## config.mk

```make
export PLATFORM = sky130hd
export DESIGN_NAME = bcd_operand_entry
export DESIGN_NICKNAME = d
export VERILOG_FILES = /design/src/rtl/bcd_operand_entry.sv
export SDC_FILE = /design/constraint.sdc
export NUM_CORES = 1
export LEC_CHECK = 0
export ABC_AREA = 1
export BUFFER_PORTS_ARGS = -buffer_cell sky130_fd_sc_hd__buf_2
export CAP_MARGIN = 20
export CORE_MARGIN = 2
export CORE_UTILIZATION = 25
export CTS_BUF_LIST = sky130_fd_sc_hd__clkbuf_2
export DETAILED_ROUTE_END_ITERATION = 12
export PLACE_DENSITY_LB_ADDON = 0.15
export SLEW_MARGIN = 40
export SYNTH_ARGS = -nofsm -noshare
export SYNTH_HDL_FRONTEND = slang
export SYNTH_SLANG_ARGS = --single-unit
```

## constraint.sdc

```tcl
create_clock -name clk -period 2.3 [get_ports clk]
set_input_delay 0.345 -clock clk [delete_from_list [all_inputs] [get_ports clk]]
set_output_delay 0.345 -clock clk [all_outputs]
set_load 0.005 [all_outputs]
```

## src/rtl/bcd_operand_entry.sv

```systemverilog
// bcd_operand_entry
//   Operand-entry front end for the single-digit BCD adder. Two bouncy,
//   active-low push-buttons (enter, clear) are synchronised and debounced.
//   Successive enter presses capture BCD digit A, then digit B plus carry-in,
//   from the switches. Digits above 9 are rejected and flagged.
//
//   Parameter
//     DEBOUNCE_CYCLES  clk edges a key level must hold before it is accepted (>= 2)
//
//   Ports
//     clk, rst_n       rising-edge clock, asynchronous active-low reset
//     sw_digit[3:0]    switch digit, sampled on the edge the FSM acts
//     sw_cin           switch carry-in, captured together with operand B
//     key_enter_n      raw enter button (active-low, asynchronous, bouncy)
//     key_clear_n      raw clear button (active-low, asynchronous, bouncy)
//     operand_a[3:0]   captured first digit
//     operand_b[3:0]   captured second digit
//     carry_in         captured carry-in
//     operands_valid   high only in READY; operands are stable while high
//     digit_error      sticky flag for a rejected digit (> 9)
//     entry_phase[1:0] FSM state: 0 = awaiting A, 1 = awaiting B, 2 = ready
//
//   Build option
//     BCD_ENTRY_AUTO_RESTART_EN  when defined, an enter press in READY starts
//     a new entry immediately, treating sw_digit as the new operand A.
//
//   Key handshake: each debouncer emits a single-cycle registered press
//   pulse; the FSM consumes it on the following edge. There is no back
//   pressure, so a pulse is either acted on in that cycle or discarded
//   (enter is discarded whenever clear pulses in the same cycle).

module bcd_operand_entry_key #(
  parameter int unsigned CYCLES = 4
) (
  input  logic clk,
  input  logic rst_n,
  input  logic key_n,
  output logic press
);
  localparam int unsigned CW = (CYCLES > 2) ? $clog2(CYCLES) : 1;
  localparam logic [CW-1:0] LAST = CW'(CYCLES - 1);

  logic          sync1, sync2, level, started, armed;
  logic [CW-1:0] cnt;

  always_ff @(posedge clk or negedge rst_n) begin
    if (!rst_n) begin
      sync1   <= 1'b1;
      sync2   <= 1'b1;
      level   <= 1'b1;
      cnt     <= '0;
      started <= 1'b0;
      armed   <= 1'b0;
      press   <= 1'b0;
    end else begin
      sync1   <= key_n;
      sync2   <= sync1;
      started <= 1'b1;
      // sync1 holds a real key sample from the second edge after reset on.
      // Only once the key has been seen released may a press be reported,
      // so a key held through reset release stays silent until re-pressed.
      if (started && sync1) armed <= 1'b1;
      press <= 1'b0;
      if (sync2 != level) begin
        if (cnt == LAST) begin
          level <= sync2;
          cnt   <= '0;
          press <= armed & ~sync2;
        end else begin
          cnt <= cnt + CW'(1);
        end
      end else begin
        cnt <= '0;
      end
    end
  end
endmodule

module bcd_operand_entry #(
  parameter int unsigned DEBOUNCE_CYCLES = 500000
) (
  input  logic       clk,
  input  logic       rst_n,
  input  logic [3:0] sw_digit,
  input  logic       sw_cin,
  input  logic       key_enter_n,
  input  logic       key_clear_n,
  output logic [3:0] operand_a,
  output logic [3:0] operand_b,
  output logic       carry_in,
  output logic       operands_valid,
  output logic       digit_error,
  output logic [1:0] entry_phase
);
  typedef enum logic [1:0] {
    GET_A = 2'd0,
    GET_B = 2'd1,
    READY = 2'd2
  } state_t;

  state_t     state, state_next;
  logic [3:0] a_next, b_next;
  logic       cin_next, valid_next, err_next;
  logic       enter_pulse, clear_pulse, digit_ok;

  bcd_operand_entry_key #(.CYCLES(DEBOUNCE_CYCLES)) u_enter (
    .clk   (clk),
    .rst_n (rst_n),
    .key_n (key_enter_n),
    .press (enter_pulse)
  );

  bcd_operand_entry_key #(.CYCLES(DEBOUNCE_CYCLES)) u_clear (
    .clk   (clk),
    .rst_n (rst_n),
    .key_n (key_clear_n),
    .press (clear_pulse)
  );

  assign digit_ok    = (sw_digit <= 4'd9);
  assign entry_phase = state;

  always_ff @(posedge clk or negedge rst_n) begin
    if (!rst_n) begin
      state          <= GET_A;
      operand_a      <= 4'd0;
      operand_b      <= 4'd0;
      carry_in       <= 1'b0;
      operands_valid <= 1'b0;
      digit_error    <= 1'b0;
    end else begin
      state          <= state_next;
      operand_a      <= a_next;
      operand_b      <= b_next;
      carry_in       <= cin_next;
      operands_valid <= valid_next;
      digit_error    <= err_next;
    end
  end

  always_comb begin
    state_next = state;
    a_next     = operand_a;
    b_next     = operand_b;
    cin_next   = carry_in;
    valid_next = operands_valid;
    err_next   = digit_error;
    if (clear_pulse) begin
      state_next = GET_A;
      a_next     = 4'd0;
      b_next     = 4'd0;
      cin_next   = 1'b0;
      valid_next = 1'b0;
      err_next   = 1'b0;
    end else if (enter_pulse) begin
      case (state)
        GET_A: begin
          if (digit_ok) begin
            a_next     = sw_digit;
            err_next   = 1'b0;
            state_next = GET_B;
          end else begin
            err_next   = 1'b1;
          end
        end
        GET_B: begin
          if (digit_ok) begin
            b_next     = sw_digit;
            cin_next   = sw_cin;
            err_next   = 1'b0;
            valid_next = 1'b1;
            state_next = READY;
          end else begin
            err_next   = 1'b1;
          end
        end
        READY: begin
          valid_next = 1'b0;
`ifdef BCD_ENTRY_AUTO_RESTART_EN
          if (digit_ok) begin
            a_next     = sw_digit;
            err_next   = 1'b0;
            state_next = GET_B;
          end else begin
            err_next   = 1'b1;
            state_next = GET_A;
          end
`else
          // Operands are kept for inspection; the next press starts over.
          state_next = GET_A;
`endif
        end
        default: begin
          state_next = GET_A;
          valid_next = 1'b0;
        end
      endcase
    end
  end
endmodule

```

== Word level (Yosys, flattened, before mapping) ==
Index checks and enable logic that the tools add are counted.

* Add/sub/neg operators: 2
* $lt $le $gt $ge: 1
* Eq/ne operators: 8
* Muxes and demuxes: 32
* Bitwise logic cells: 4
* Reduce and logical (&&, ||, !) cells: 16

{| class="wikitable"
|+ Operators by type and width
! kind !! count
|-
| 2-to-1 mux 19 bit || 4
|-
| adder 19 x 1 -> 19 bit, second input constant || 2
|-
| equality test 19 bit, second input constant || 2
|-
| 2-to-1 mux 4 bit || 7
|-
| 2-to-1 mux 1 bit || 15
|-
| AND reduction 3 bit || 4
|-
| nonzero test 2 bit || 5
|-
| 2-to-1 mux 2 bit || 4
|-
| inequality test 3 x 2 -> 1 bit, second input constant || 2
|-
| AND reduction 2 bit || 3
|-
| less-or-equal comparator 4 bit, second input constant || 1
|-
| one-hot mux 2 bit (2 select lines) || 1
|-
| AND 1 bit || 2
|-
| equality test 2 x 1 -> 1 bit, second input constant || 1
|-
| logical AND 1 bit || 2
|-
| zero test 2 bit || 1
|-
| inequality test 1 bit || 2
|-
| inequality test 2 x 1 -> 1 bit, second input constant || 1
|-
| inverter 1 bit || 2
|-
| one-hot mux 1 bit (2 select lines) || 1
|-
| OR reduction 2 bit || 1
|}

* Flip-flop bits (word level): 62
* Logic and storage cells: 82

== Logic depth before layout (Yosys ltp) ==
Gate-level depths: netlist of the first run.

* Depth after elaboration: 5
* Depth in mapped cells: 9
* Depth with buffers taken out: 9

== Cells and area by module ==
Synthesis of the first run repeated with hierarchy kept, for this count alone.

* Cells, all modules: 395
* Area, all modules: 3,321.9 um^2

{| class="wikitable"
|+ Modules (own cells, without submodules)
! module !! times used !! cells an instance !! area each (um^2) !! seq. area each (um^2)
|-
| bcd_operand_entry_key || 2 || 155 || 1,302.5 || 629.4
|-
| bcd_operand_entry || 1 || 85 || 716.9 || 325.3
|}

== Worst setup path after synthesis of the first run ==
Ideal clock, no wire load.

* Kind: reg2reg
* Start: reg u_clear.cnt[0]
* End: reg u_clear.cnt[13]
* Library setup time: 122 ps
* Data arrival time: 1,208 ps
* Path slack: 969 ps
* Cell stages (with the launch flop): 9
* Clock period less this slack: 1,331 ps
* Cells stage by stage: dfrtp_1 ha_1 nand2_1 nor2_8 nand3_2 nor2_2 nor2_1 nand2_1 nor2_1

* Longest elaborated chain between the ends: 3
* Elaborated cells between the ends (all ways): 4

{| class="wikitable"
|+ Ends and longest elaborated chain
! element !! line !! RTL
|-
| from (decl) || 44 || <nowiki>logic [CW-1:0] cnt;</nowiki>
|-
| from (signal assigned) || 70 || <nowiki>cnt <= cnt + CW'(1);</nowiki>
|-
| adder 19 x 1 -> 19 bit / equality test 19 bit (equally long branches) || 70, 65 ||
|-
| 2-to-1 mux 19 bit (*) || 65 || <nowiki>if (cnt == LAST) begin</nowiki>
|-
| 2-to-1 mux 19 bit (*) || 64 || <nowiki>if (sync2 != level) begin</nowiki>
|}

Every way passes the cells marked *; elsewhere a longest branch is shown, timed or not.
A chain may end at the register's enable or synchronous reset.

== Worst setup path after layout of the first run ==
* Start: reg state[1], in the netlist entry_phase[1]
* End: out entry_phase[1]

{| class="wikitable"
|+ RTL lines
! element !! line !! RTL
|-
| from (decl) || 101 || <nowiki>state_t state, state_next;</nowiki>
|-
| from (signal assigned) || 132 || <nowiki>state <= state_next;</nowiki>
|-
| to (decl) || 93 || <nowiki>output logic [1:0] entry_phase</nowiki>
|}

No word-level cell between the ends.

==> impl_results.rst, run 1 <==
.. list-table::
   :header-rows: 1

   * - Metric
     - Value
   * - Clock-pin transition on the worst setup and hold timing paths
     - 220 ps
   * - Pin slew with the least headroom to its limit
     - a little under 600 ps
   * - Final layout net count
     - approximately 460
   * - First-pass GRT wire length
     - ~12,000 um
   * - Maximum number of pins on one net before global-route repair
     - 40
   * - 1st-iter DRT viols
     - between 80 and 90
   * - Core region area
     - roughly 13,000 um2
   * - Critical Path Sink Type
     - output pin
   * - Congestion Overflow GR
     - 0
   * - Final estimated routing congestion in global placement
     - approximately 0.84
   * - Cells taking the most area after synthesis
     - sky130_fd_sc_hd__dfrtp_1 (44%), sky130_fd_sc_hd__nand2_1 (13%), sky130_fd_sc_hd__nor2_1 (8.8%)
   * - Number of antenna-violating nets in the routed design
     - 0
   * - Launching element type of the critical path
     - register
   * - Number of buffer cells added on primary ports
     - 21
   * - Kind of cell adding the most delay to the critical path
     - flip-flops
   * - I/O pin cnt
     - 22
   * - Fraction of final layout cells sized beyond drive strength 1
     - 0.169
   * - Slew HR
     - 0.612
   * - Primary FF master, synth
     - sky130_fd_sc_hd__dfrtp_1
   * - Status
     - finished clean
   * - Area share of the leading cell type in the synthesized netlist
     - 0.437
   * - Achievable Freq
     - about 0.65 GHz
   * - Buffers from clock root to sink, at most
     - 2
   * - Antenna diode instance count
     - 0
   * - Avg WL per Cell
     - ~11 um
   * - Number of global-route vias before repair
     - about 2,500
   * - # clock sinks
     - between 60 and 70
   * - WL final
     - 6910 um
   * - Count of unique library cells instantiated by Yosys
     - 31
   * - H-tree Lvls
     - 3
   * - Post-route minimum period
     - 1530 ps
   * - Chip height
     - roughly 120 um
   * - CTS tree
     - built
   * - Share of synthesized flip-flops with an asynchronous set or reset
     - 1.00
   * - CTS buffer count
     - 9
   * - Cells after Synth
     - slightly above 400
   * - Worst EP required
     - around 2000 ps
   * - Later-pin clock latency in the skew report
     - between 500 and 600 ps
   * - Root Buffer
     - sky130_fd_sc_hd__clkbuf_2
   * - Setup repair after global routing missed its margin
     - no
   * - Worst Skew
     - roughly 30 ps
   * - Yosys warnings
     - 0
   * - Post-Route Utilization
     - 0.294
   * - Top library cells by usage in the layout, fill and taps aside
     - sky130_fd_sc_hd__nand2_1 (111), sky130_fd_sc_hd__nor2_1 (75), sky130_fd_sc_hd__dfrtp_1 (56), sky130_fd_sc_hd__inv_1 (45), sky130_fd_sc_hd__nand3_1 (24)
   * - Summed negative setup slack over all endpoints
     - 0 ps
   * - Area growth from synthesis to layout
     - 15.5%
   * - DRC errors left
     - 0
   * - Mapped cell area
     - between 3000 and 4000 um2
   * - Register-to-register setup slack
     - approximately 800 ps
   * - Startpoint of the lowest-slack register-to-register path
     - u_enter.cnt[0]$_DFF_PN0_
   * - Number of buffer and inverter instances along the worst setup path
     - 1
   * - Min-delay src
     - sw_digit[2]
   * - Hold path depth
     - 3
   * - Number of maximum-capacitance constraint violations
     - 0
   * - Final Hold Violating Endpoints
     - 0
   * - Cell-by-cell trace of the critical path
     - buf_2
   * - Vias post-DR
     - around 2,600
   * - Min-Delay Path Class
     - input pin to register
   * - Total Power Consumption
     - 1800 uW
   * - DIE WIDTH
     - approximately 120 um
   * - Fin crit share
     - 0.666
   * - Commonest non-fill, non-tap cell in the layout
     - sky130_fd_sc_hd__nand2_1
   * - Worst Hold End
     - operand_a[2]$_DFFE_PN0P_
   * - Worst-case hold slack
     - just under 60 ps
   * - Full die area
     - around 14,000 um2
   * - Number of optimization iterations in the first detailed-route pass
     - 4
   * - Number of pins with negative max-slew slack in the final report
     - 0
   * - All-layer global routing usage
     - 0.110
   * - Post-synthesis sequential area ratio
     - 0.487
   * - Detailed-route vias per instance
     - 4.10
   * - R2R depth
     - 8
   * - Flop and latch count out of synthesis
     - 62
   * - Slowest Stage Delay on Critical Path
     - about 480 ps
   * - Initial Util
     - 0.255
   * - Number of core rows
     - 41
   * - Number of enable-type register cells in the synthesized netlist
     - 0
   * - Initial antenna violation count
     - 0
   * - Cell with the largest stage delay on the worst path
     - sky130_fd_sc_hd__dfrtp_1
   * - Worst Path Arrival
     - 1190 ps
   * - Worst voltage drop across the vdd grid
     - ~0.00018 V
   * - Start-to-end type of the worst setup path
     - register to output pin
   * - Leakage power of the design
     - between 0.0015 and 0.002 uW
   * - Cell type contributing the most total cell area after synthesis
     - sky130_fd_sc_hd__dfrtp_1
   * - Capture point of the worst reg-to-reg path
     - u_enter.cnt[18]$_DFF_PN0_
   * - Half-perimeter wire length of the detailed placement result
     - 5100 um
   * - Critical-path maximum fanout
     - 5
   * - Mean cell area of the mapped netlist
     - approximately 7.9 um2
   * - Endpoints failing setup
     - 0
   * - P per Cell Area
     - 488 nW/um2
   * - Post-synth net total
     - between 400 and 500
## cell type report
class                           count  area [um2]
Inverter                           51         191
Multi-Input combinational cell    293        1450
Clock inverter                      7        50.0
Tap cell                          172         215
Sequential cell                    62        1560
Timing Repair Buffer               29         190
Clock buffer                        9        45.0
Fill cell                        1357        8870
## layer usage
| metal | up-vias | wire length, um | global-route usage |
|---|---|---|---|
| met5 | - | 0 | 0 |
| met4 | 0 | 86 | 0.0353 |
| met3 | 8 | 267 | 0.0381 |
| met2 | 30 | 3260 | 0.179 |
| met1 | 1179 | 3290 | 0.138 |
| li1 | 1339 | - | - |
## where the power goes
group	switching [uW]	leakage, uW	total, uW	internal (uW)
Clock	461	0.0000559	604	143
Combinational	53.2	0.000804	83.1	29.9
Sequential	9.54	0.000817	1120	1110
Total	524	0.00168	1800	1280
## logic make-up (layout without fill, tap and decap cells)
| logic type | Yosys count | after routing | synth area share |
|---|---|---|---|
| other | 1 | 1 | 0.00117 |
| buffers and inverters | 52 | 96 | 0.0613 |
| xor gates and xnor gates | 18 | 18 | 0.0515 |
| and+or+nand+nor | 246 | 246 | 0.340 |
| AOI/OAI and AO/OA | 26 | 26 | 0.0511 |
| DFF | 62 | 62 | 0.487 |
| adders and majority gates | 2 | 2 | 0.00781 |
## how the worst max path moves through the flow
stage | slack (ps) | startpoint | cells after the start | endpoint
after global placement | 800 | u_clear.cnt[0]$_DFF_PN0_ | 8 | u_clear.cnt[15]$_DFF_PN0_
after CTS | 720 | entry_phase[1]$_DFFE_PN0P_ | 1 | entry_phase[1]
after detailed placement | 770 | u_clear.cnt[0]$_DFF_PN0_ | 8 | u_clear.cnt[18]$_DFF_PN0_
after floorplan | 970 | u_clear.cnt[0]$_DFF_PN0_ | 8 | u_clear.cnt[13]$_DFF_PN0_
final | 770 | entry_phase[1]$_DFFE_PN0P_ | 1 | entry_phase[1]
after global routing | 630 | u_enter.cnt[0]$_DFF_PN0_ | 8 | u_enter.cnt[18]$_DFF_PN0_
## sequential cells by signal (all words and copies together) (netlist names), 2 cells and up
name and cells:
operand_b 4, u_enter.cnt 19, operand_a 4, u_clear.cnt 19
entry_phase 2
## synthesized netlist by cell type, types with 4 or more instances
library cell / instances
sky130_fd_sc_hd__xnor2_1: 4
sky130_fd_sc_hd__nor2_2: 7
sky130_fd_sc_hd__nand2_1: 111
sky130_fd_sc_hd__o21ai_1: 6
sky130_fd_sc_hd__nor3_1: 9
sky130_fd_sc_hd__nor2_1: 75
sky130_fd_sc_hd__xor2_1: 13
sky130_fd_sc_hd__nand3_1: 24
sky130_fd_sc_hd__o21ai_0: 11
sky130_fd_sc_hd__dfstp_2: 6
sky130_fd_sc_hd__inv_2: 6
sky130_fd_sc_hd__nor2_4: 5
sky130_fd_sc_hd__nand2_2: 4
sky130_fd_sc_hd__dfrtp_1: 56
sky130_fd_sc_hd__inv_1: 45
## through the flow
stage	setup slack, ps	cells	instance area [um2]
3_5_place_dp	767	602	3550
3_3_place_gp	796	602	3550
4_1_cts	723	622	3690
2_1_floorplan	969	407	3200
6_report	768	623	3700
5_1_grt	631	623	3700
## timing repair
action / 4_1_cts / 5_1_grt
endpoints found under the hold margin: 26 / 1
gates resized for setup: 0 / 0
setup buffers: 0 / 0
hold buffers: 4 / 1
No activity file was read; power rests on OpenSTA's default activity.
==> run 2, diff against run 1 <==
==> constraint.sdc (replaced) <==
create_clock -name clk -period 1.5 [get_ports clk]
set_input_delay 0.225 -clock clk [delete_from_list [all_inputs] [get_ports clk]]
set_output_delay 0.225 -clock clk [all_outputs]
set_load 0.005 [all_outputs]
==> run 2 against run 1 <==
Sequential power is 53% higher. Sequential cell count stayed put. Routed wire length is 1.4% higher. Clock skew is 3.1 ps lower. Register-to-register slack worse by 760 ps. Count of clock-buffer cells in the layout is 1 higher. Worst setup slack worse by 720 ps. Combinational power is 95% higher. Highest routed layer unchanged.
==> impl_results.rst, run 2 (same netlist as run 1, synthesis figures left out) <==
.. list-table::
   :header-rows: 1

   * - Metric
     - Value
   * - Status
     - finished clean
   * - Number of cells in the finished layout apart from fillers
     - ~640
   * - Launching instance or port of the critical path
     - u_enter.cnt[0]$_DFF_PN0_
   * - H-tree Lvls
     - 3
   * - Critical-path maximum fanout
     - 5
   * - Summed negative setup slack over all endpoints
     - 0 ps
   * - Setup repair after global routing missed its margin
     - yes
   * - Number of buffer and inverter instances along the worst setup path
     - 1
   * - Full die area
     - between 10,000 and 15,000 um2
   * - Final estimated routing congestion in global placement
     - 0.808
   * - Maximum number of pins on one net before global-route repair
     - 63
   * - Initial antenna violation count
     - 0
   * - DIE WIDTH
     - ~120 um
   * - Number of buffer cells added on primary ports
     - 21
   * - Endpoints failing setup
     - 0
   * - Fraction of final layout cells sized beyond drive strength 1
     - 0.212
   * - Number of pins with negative max-slew slack in the final report
     - 0
   * - Chip height
     - around 120 um
   * - Worst-case hold slack
     - about 250 ps
   * - Fin crit share
     - 0.966
   * - CTS buffer count
     - 9
   * - # clock sinks
     - 62
   * - Achievable Freq
     - 0.690 GHz
   * - All-layer global routing usage
     - 0.111
   * - Later-pin clock latency in the skew report
     - 490 ps
   * - Half-perimeter wire length of the detailed placement result
     - ~5100 um
   * - Buffers from clock root to sink, at most
     - 2
   * - DRC errors left
     - 0
   * - Core region area
     - 12,600 um2
   * - Leakage power of the design
     - roughly 0.0018 uW
   * - Area of the multi-input gates
     - between 1500 and 2000 um2
   * - Biggest registers after layout
     - u_clear.cnt: 19 flops, u_enter.cnt: 19 flops
   * - Number of global-route vias before repair
     - 2,545
   * - Number of placed instances with taps included
     - approximately 610
   * - Commonest non-fill, non-tap cell in the layout
     - sky130_fd_sc_hd__nand2_1
   * - Launching element type of the critical path
     - register
   * - Critical Path Sink Type
     - register
   * - Worst EP required
     - approximately 1900 ps
   * - Sequential cell area
     - between 1500 and 2000 um2
   * - Worst voltage drop across the vdd grid
     - around 0.00041 V
   * - Number of core rows
     - about 40
   * - 1st-iter DRT viols
     - 134
   * - Detailed-route vias per instance
     - 4.09
   * - CTS tree
     - built
   * - Avg WL per Cell
     - roughly 11 um
   * - Capture point of the worst reg-to-reg path
     - u_enter.cnt[18]$_DFF_PN0_
   * - Post-placement setup slack
     - -29.3 ps
   * - Post-route minimum period
     - 1450 ps
   * - R2R depth
     - 9
   * - I/O pin cnt
     - 22
   * - Root Buffer
     - sky130_fd_sc_hd__clkbuf_2
   * - Post-Route Utilization
     - 0.312
   * - First-pass GRT wire length
     - 12,000 um
   * - Worst Skew
     - roughly 27 ps
   * - Congestion Overflow GR
     - 0
   * - Cell-by-cell trace of the critical path
     - ha_2, nand2_2, nor2_4, nand2_1, nor2_1, nor2_2, buf_4, nand2_1, nor2_1
   * - Final layout net count
     - ~470
   * - Clock-pin transition on the worst setup and hold timing paths
     - approximately 190 ps
   * - Number of antenna-violating nets in the routed design
     - 0
   * - Initial Util
     - 0.255
   * - Min-Delay Path Class
     - input pin to asynchronous set/reset pin
   * - P per Cell Area
     - between 700 and 800 nW/um2
   * - Slack of the critical path
     - approximately 51 ps
   * - Antenna diode instance count
     - 0
   * - Start-to-end type of the worst setup path
     - register to register
   * - Worst Path Arrival
     - between 1500 and 2000 ps
   * - Area growth from synthesis to layout
     - 22.5%
   * - Filler Cell Count
     - roughly 1,300
   * - Startpoint of the lowest-slack register-to-register path
     - u_enter.cnt[0]$_DFF_PN0_
   * - Cell with the largest stage delay on the worst path
     - sky130_fd_sc_hd__dfrtp_1
   * - Top library cells by usage in the layout, fill and taps aside
     - sky130_fd_sc_hd__nand2_1 (107), sky130_fd_sc_hd__nor2_1 (73), sky130_fd_sc_hd__dfrtp_1 (53), sky130_fd_sc_hd__inv_1 (45), sky130_fd_sc_hd__nand3_1 (24)
   * - Kind of cell adding the most delay to the critical path
     - simple AND/OR/NAND/NOR gates
   * - Number of maximum-capacitance constraint violations
     - 0
   * - Final Hold Violating Endpoints
     - 0
   * - Slowest Stage Delay on Critical Path
     - between 300 and 400 ps
   * - Vias post-DR
     - ~2,600
   * - Number of optimization iterations in the first detailed-route pass
     - 4
   * - WL final
     - 7010 um
   * - Register-to-register setup slack
     - between 50 and 60 ps
==> run 2: cell count changes in the layout (fill, tap and decap cells not counted), sizes merged <==
cell | previous run | this run
clkinvlp | 2 | 0
bufinv | 0 | 2
clkbuf | 9 | 10
dlygate4sd3 | 5 | 8
inv | 52 | 51
buf | 24 | 36
==> run 2: through the flow <==
stage,power [uW],area [um2]
2_1_floorplan,1790,3200
3_3_place_gp,1870,3590
3_5_place_dp,1870,3590
4_1_cts,3080,3800
5_1_grt,3200,3930
6_report,3020,3930
==> run 2: worst reg2reg max path, cell delays in order, from the launching register on <==
cell and delay (ps):
sky130_fd_sc_hd__dfrtp_1 390, sky130_fd_sc_hd__ha_2 210, sky130_fd_sc_hd__nand2_2 80, sky130_fd_sc_hd__nor2_4 170
sky130_fd_sc_hd__nand2_1 70, sky130_fd_sc_hd__nor2_1 140, sky130_fd_sc_hd__nor2_2 90, sky130_fd_sc_hd__buf_4 140
sky130_fd_sc_hd__nand2_1 40, sky130_fd_sc_hd__nor2_1 30
==> run 2: repair_timing <==
action | in CTS | in global routing
gates resized for setup | 1 | 18
hold buffers | 8 | 0
setup endpoints to repair | 8 | 27
endpoints found under the hold margin | 73 | 0
setup buffers | 0 | 7
pin swaps | 0 | 10
==> run 2: report_power, final <==
| group | internal, uW | switching [uW] |
|---|---|---|
| Combinational | 70.5 | 91.7 |
| Sequential | 1700 | 17.9 |
| Clock | 544 | 597 |
| Total | 2310 | 706 |
==> run 2: routing by layer <==
layer,global-route usage,up-vias,wire [um]
met5,0,-,0
met4,0.0243,0,68
met3,0.0396,7,306
met2,0.180,46,3280
met1,0.141,1198,3350
li1,-,1356,-
==> run 2: worst max-delay path by stage <==
stage                           endpoint  slack, ps  cells after the start
2_1_floorplan  u_clear.cnt[13]$_DFF_PN0_        170                      8
6_report       u_enter.cnt[18]$_DFF_PN0_         50                      9
4_1_cts        u_enter.cnt[18]$_DFF_PN0_        0.4                      8
3_5_place_dp   u_enter.cnt[17]$_DFF_PN0_        -30                      8
3_3_place_gp   u_enter.cnt[13]$_DFF_PN0_        -20                      8
5_1_grt         u_enter.cnt[0]$_DFF_PN0_        -40                      8
==> run 2: cell type report <==
type                            instances  area share
Sequential cell                        62       0.398
Multi-Input combinational cell        293       0.387
Timing Repair Buffer                   44      0.0790
Tap cell                              172      0.0548
Inverter                               51      0.0488
Clock inverter                          6      0.0198
Clock buffer                           10      0.0127
==> run 3, diff against run 2 <==
--- a/config.mk
+++ b/config.mk
@@ -6,12 +6,12 @@
 export NUM_CORES = 1
 export LEC_CHECK = 0
 export ABC_AREA = 1
-export BUFFER_PORTS_ARGS = -buffer_cell sky130_fd_sc_hd__buf_2
 export CAP_MARGIN = 20
 export CORE_MARGIN = 2
 export CORE_UTILIZATION = 25
 export CTS_BUF_LIST = sky130_fd_sc_hd__clkbuf_2
 export DETAILED_ROUTE_END_ITERATION = 12
+export DONT_BUFFER_PORTS = 1
 export PLACE_DENSITY_LB_ADDON = 0.15
 export SLEW_MARGIN = 40
 export SYNTH_ARGS = -nofsm -noshare
==> run 3 against run 2 <==
Worst setup slack got worse by 22 ps. Register-to-register slack got worse by 20 ps. Sequential share of layout area rose by 1.5 points. Non-clock buffer count fell by 28. Combinational power fell by 14%. Highest routed layer unchanged. Largest power group unchanged. Fmax fell by 1.5%. Via count fell by 2.8%. Utilization fell by 1.2 points. Die area did not move. Largest cell class unchanged.
==> impl_results.rst, run 3 (same netlist as run 1, synthesis figures left out) <==
.. list-table::
   :header-rows: 1

   * - Metric
     - Value
   * - Status
     - finished clean
   * - Congestion Overflow GR
     - 0
   * - Maximum number of pins on one net before global-route repair
     - 63
   * - DIE WIDTH
     - around 120 um
   * - All-layer global routing usage
     - 0.112
   * - Setup repair after global routing missed its margin
     - yes
   * - Number of placed instances with taps included
     - 582
   * - Achievable Freq
     - about 0.7 GHz
   * - Number of antenna-violating nets in the routed design
     - 0
   * - Vias post-DR
     - 2,533
   * - Number of maximum-capacitance constraint violations
     - 0
   * - CTS tree
     - built
   * - Critical-path maximum fanout
     - 5
   * - I/O pin cnt
     - 22
   * - Critical Path Sink Type
     - register
   * - Chip height
     - 117 um
   * - Post-route minimum period
     - roughly 1500 ps
   * - Half-perimeter wire length of the detailed placement result
     - 5050 um
   * - Worst Path Arrival
     - 1910 ps
   * - Total Power Consumption
     - approximately 3200 uW
   * - Core region area
     - ~13,000 um2
   * - Number of cells in the finished layout apart from fillers
     - a little over 600
   * - Clock-pin transition on the worst setup and hold timing paths
     - ~240 ps
   * - Initial antenna violation count
     - 0
   * - Post-Route Utilization
     - 0.301
   * - # clock sinks
     - 62
   * - Avg WL per Cell
     - 11.7 um
   * - Buffers from clock root to sink, at most
     - 2
   * - H-tree Lvls
     - 3
   * - Biggest registers after layout
     - u_clear.cnt: 19 flops, u_enter.cnt: 19 flops
   * - P per Cell Area
     - 838 nW/um2
   * - Number of global-route vias before repair
     - around 2,500
   * - WL final
     - 7140 um
   * - Launching element type of the critical path
     - register
   * - Final estimated routing congestion in global placement
     - 0.861
   * - Area post-placement
     - between 3000 and 4000 um2
   * - Root Buffer
     - sky130_fd_sc_hd__clkbuf_2
   * - Final layout net count
     - 444
   * - First-pass GRT wire length
     - roughly 12,000 um
   * - Number of optimization iterations in the first detailed-route pass
     - 4
   * - Antenna diode instance count
     - 0
   * - DRC errors left
     - 0
   * - Initial Util
     - 0.255
   * - Worst Skew
     - roughly 40 ps
   * - Final Hold Violating Endpoints
     - 0
   * - Detailed-route vias per instance
     - between 4 and 5
   * - Final Cell Area
     - between 3000 and 4000 um2
   * - Full die area
     - ~14,000 um2
   * - Number of buffer cells added on primary ports
     - 0
   * - Endpoints failing setup
     - 0
   * - Commonest non-fill, non-tap cell in the layout
     - sky130_fd_sc_hd__nand2_1
   * - Top library cells by usage in the layout, fill and taps aside
     - sky130_fd_sc_hd__nand2_1 (108), sky130_fd_sc_hd__nor2_1 (70), sky130_fd_sc_hd__dfrtp_1 (55), sky130_fd_sc_hd__inv_1 (45), sky130_fd_sc_hd__nand3_1 (22)
   * - Fin crit share
     - 0.981
   * - Later-pin clock latency in the skew report
     - about 550 ps
   * - Number of pins with negative max-slew slack in the final report
     - 0
   * - Fraction of final layout cells sized beyond drive strength 1
     - 0.167
   * - Filler Cell Count
     - roughly 1,400
   * - Min-Delay Path Class
     - input pin to asynchronous set/reset pin
   * - Worst EP required
     - roughly 1900 ps
   * - CTS buffer count
     - 9
   * - Start-to-end type of the worst setup path
     - register to register
   * - Worst voltage drop across the vdd grid
     - 0.000413 V
   * - 1st-iter DRT viols
     - ~120
   * - Area growth from synthesis to layout
     - 17.9%
   * - Number of core rows
     - between 40 and 50
   * - Leakage power of the design
     - between 0.0015 and 0.002 uW
==> run 3: cell types whose count changed in the layout (fill, tap and decap cells not counted), sizes merged <==
| cell | previous run | this run |
|---|---|---|
| buf | 36 | 8 |
| clkinvlp | 0 | 1 |
| clkbuf | 10 | 9 |
| clkinv | 4 | 1 |
| inv | 51 | 54 |
==> run 3: repair_timing <==
item                       4_1_cts  5_1_grt
hold buffers                     9        0
setup endpoints to repair        0       24
buffers inserted                 0        3
resized for setup                0       17
hold endpoints to repair        74        0
==> run 3: layer usage <==
layer / vias to the layer above / track usage / part of all wire
li1: 1306 / - / -
met4: 0 / 0.0376 / 0.015
met3: 10 / 0.0340 / 0.038
met5: - / 0 / 0
met2: 39 / 0.180 / 0.47
met1: 1178 / 0.145 / 0.48
==> run 3: worst max-delay path, cell delays in order, from the launching register on <==
cell and delay (ps):
sky130_fd_sc_hd__dfrtp_1 420, sky130_fd_sc_hd__ha_2 210, sky130_fd_sc_hd__nand2_2 80, sky130_fd_sc_hd__nor2_4 220
sky130_fd_sc_hd__nand2_4 90, sky130_fd_sc_hd__nor2_4 140, sky130_fd_sc_hd__nand3_1 90, sky130_fd_sc_hd__nor2_1 100
sky130_fd_sc_hd__nor2_1 50
==> run 3: cell type report <==
type	instances	area (um2)	share of cell area
flip-flops and latches	62	1560	0.413
clock buffers	9	45.0	0.0119
inverters	51	191	0.0507
well taps	172	215	0.0570
clock inverters	7	105	0.0278
multi-input cells	293	1500	0.397
repair buffers	16	160	0.0424
==> run 3: where the power goes <==
part	total [uW]	switching (uW)	internal (uW)
Sequential	1710	15.6	1700
Clock	1310	734	577
Combinational	140	86.7	53.3
Total	3160	836	2330
==> run 3: stage by stage <==
| step | setup WS, ps | hold slack, ps | setup TNS (ps) |
|---|---|---|---|
| 6_report | 28.6 | 190 | 0 |
| 5_1_grt | -104 | 168 | -789 |
| 4_1_cts | 2.38 | 153 | 0 |
| 3_5_place_dp | 21.5 | -67.1 | 0 |
| 3_3_place_gp | 69.6 | -67.2 | 0 |
| 2_1_floorplan | 169 | -70.6 | 0 |
==> run 3: path summary, 6_finish.rpt <==
path,startpoint,cells after the start,endpoint,slack (ps)
hold reg to reg,u_enter.sync1$_DFF_PN1_,0,u_enter.sync2$_DFF_PN1_,380
min in group clk,key_clear_n,1,u_clear.sync1$_DFF_PN1_,210
max in group asynchronous,rst_n,2,u_enter.sync1$_DFF_PN1_,980
setup reg to reg,u_enter.cnt[0]$_DFF_PN0_,8,u_enter.cnt[18]$_DFF_PN0_,30
setup / recovery,u_enter.cnt[0]$_DFF_PN0_,8,u_enter.cnt[18]$_DFF_PN0_,30
hold / removal,rst_n,2,operand_a[2]$_DFFE_PN0P_,190
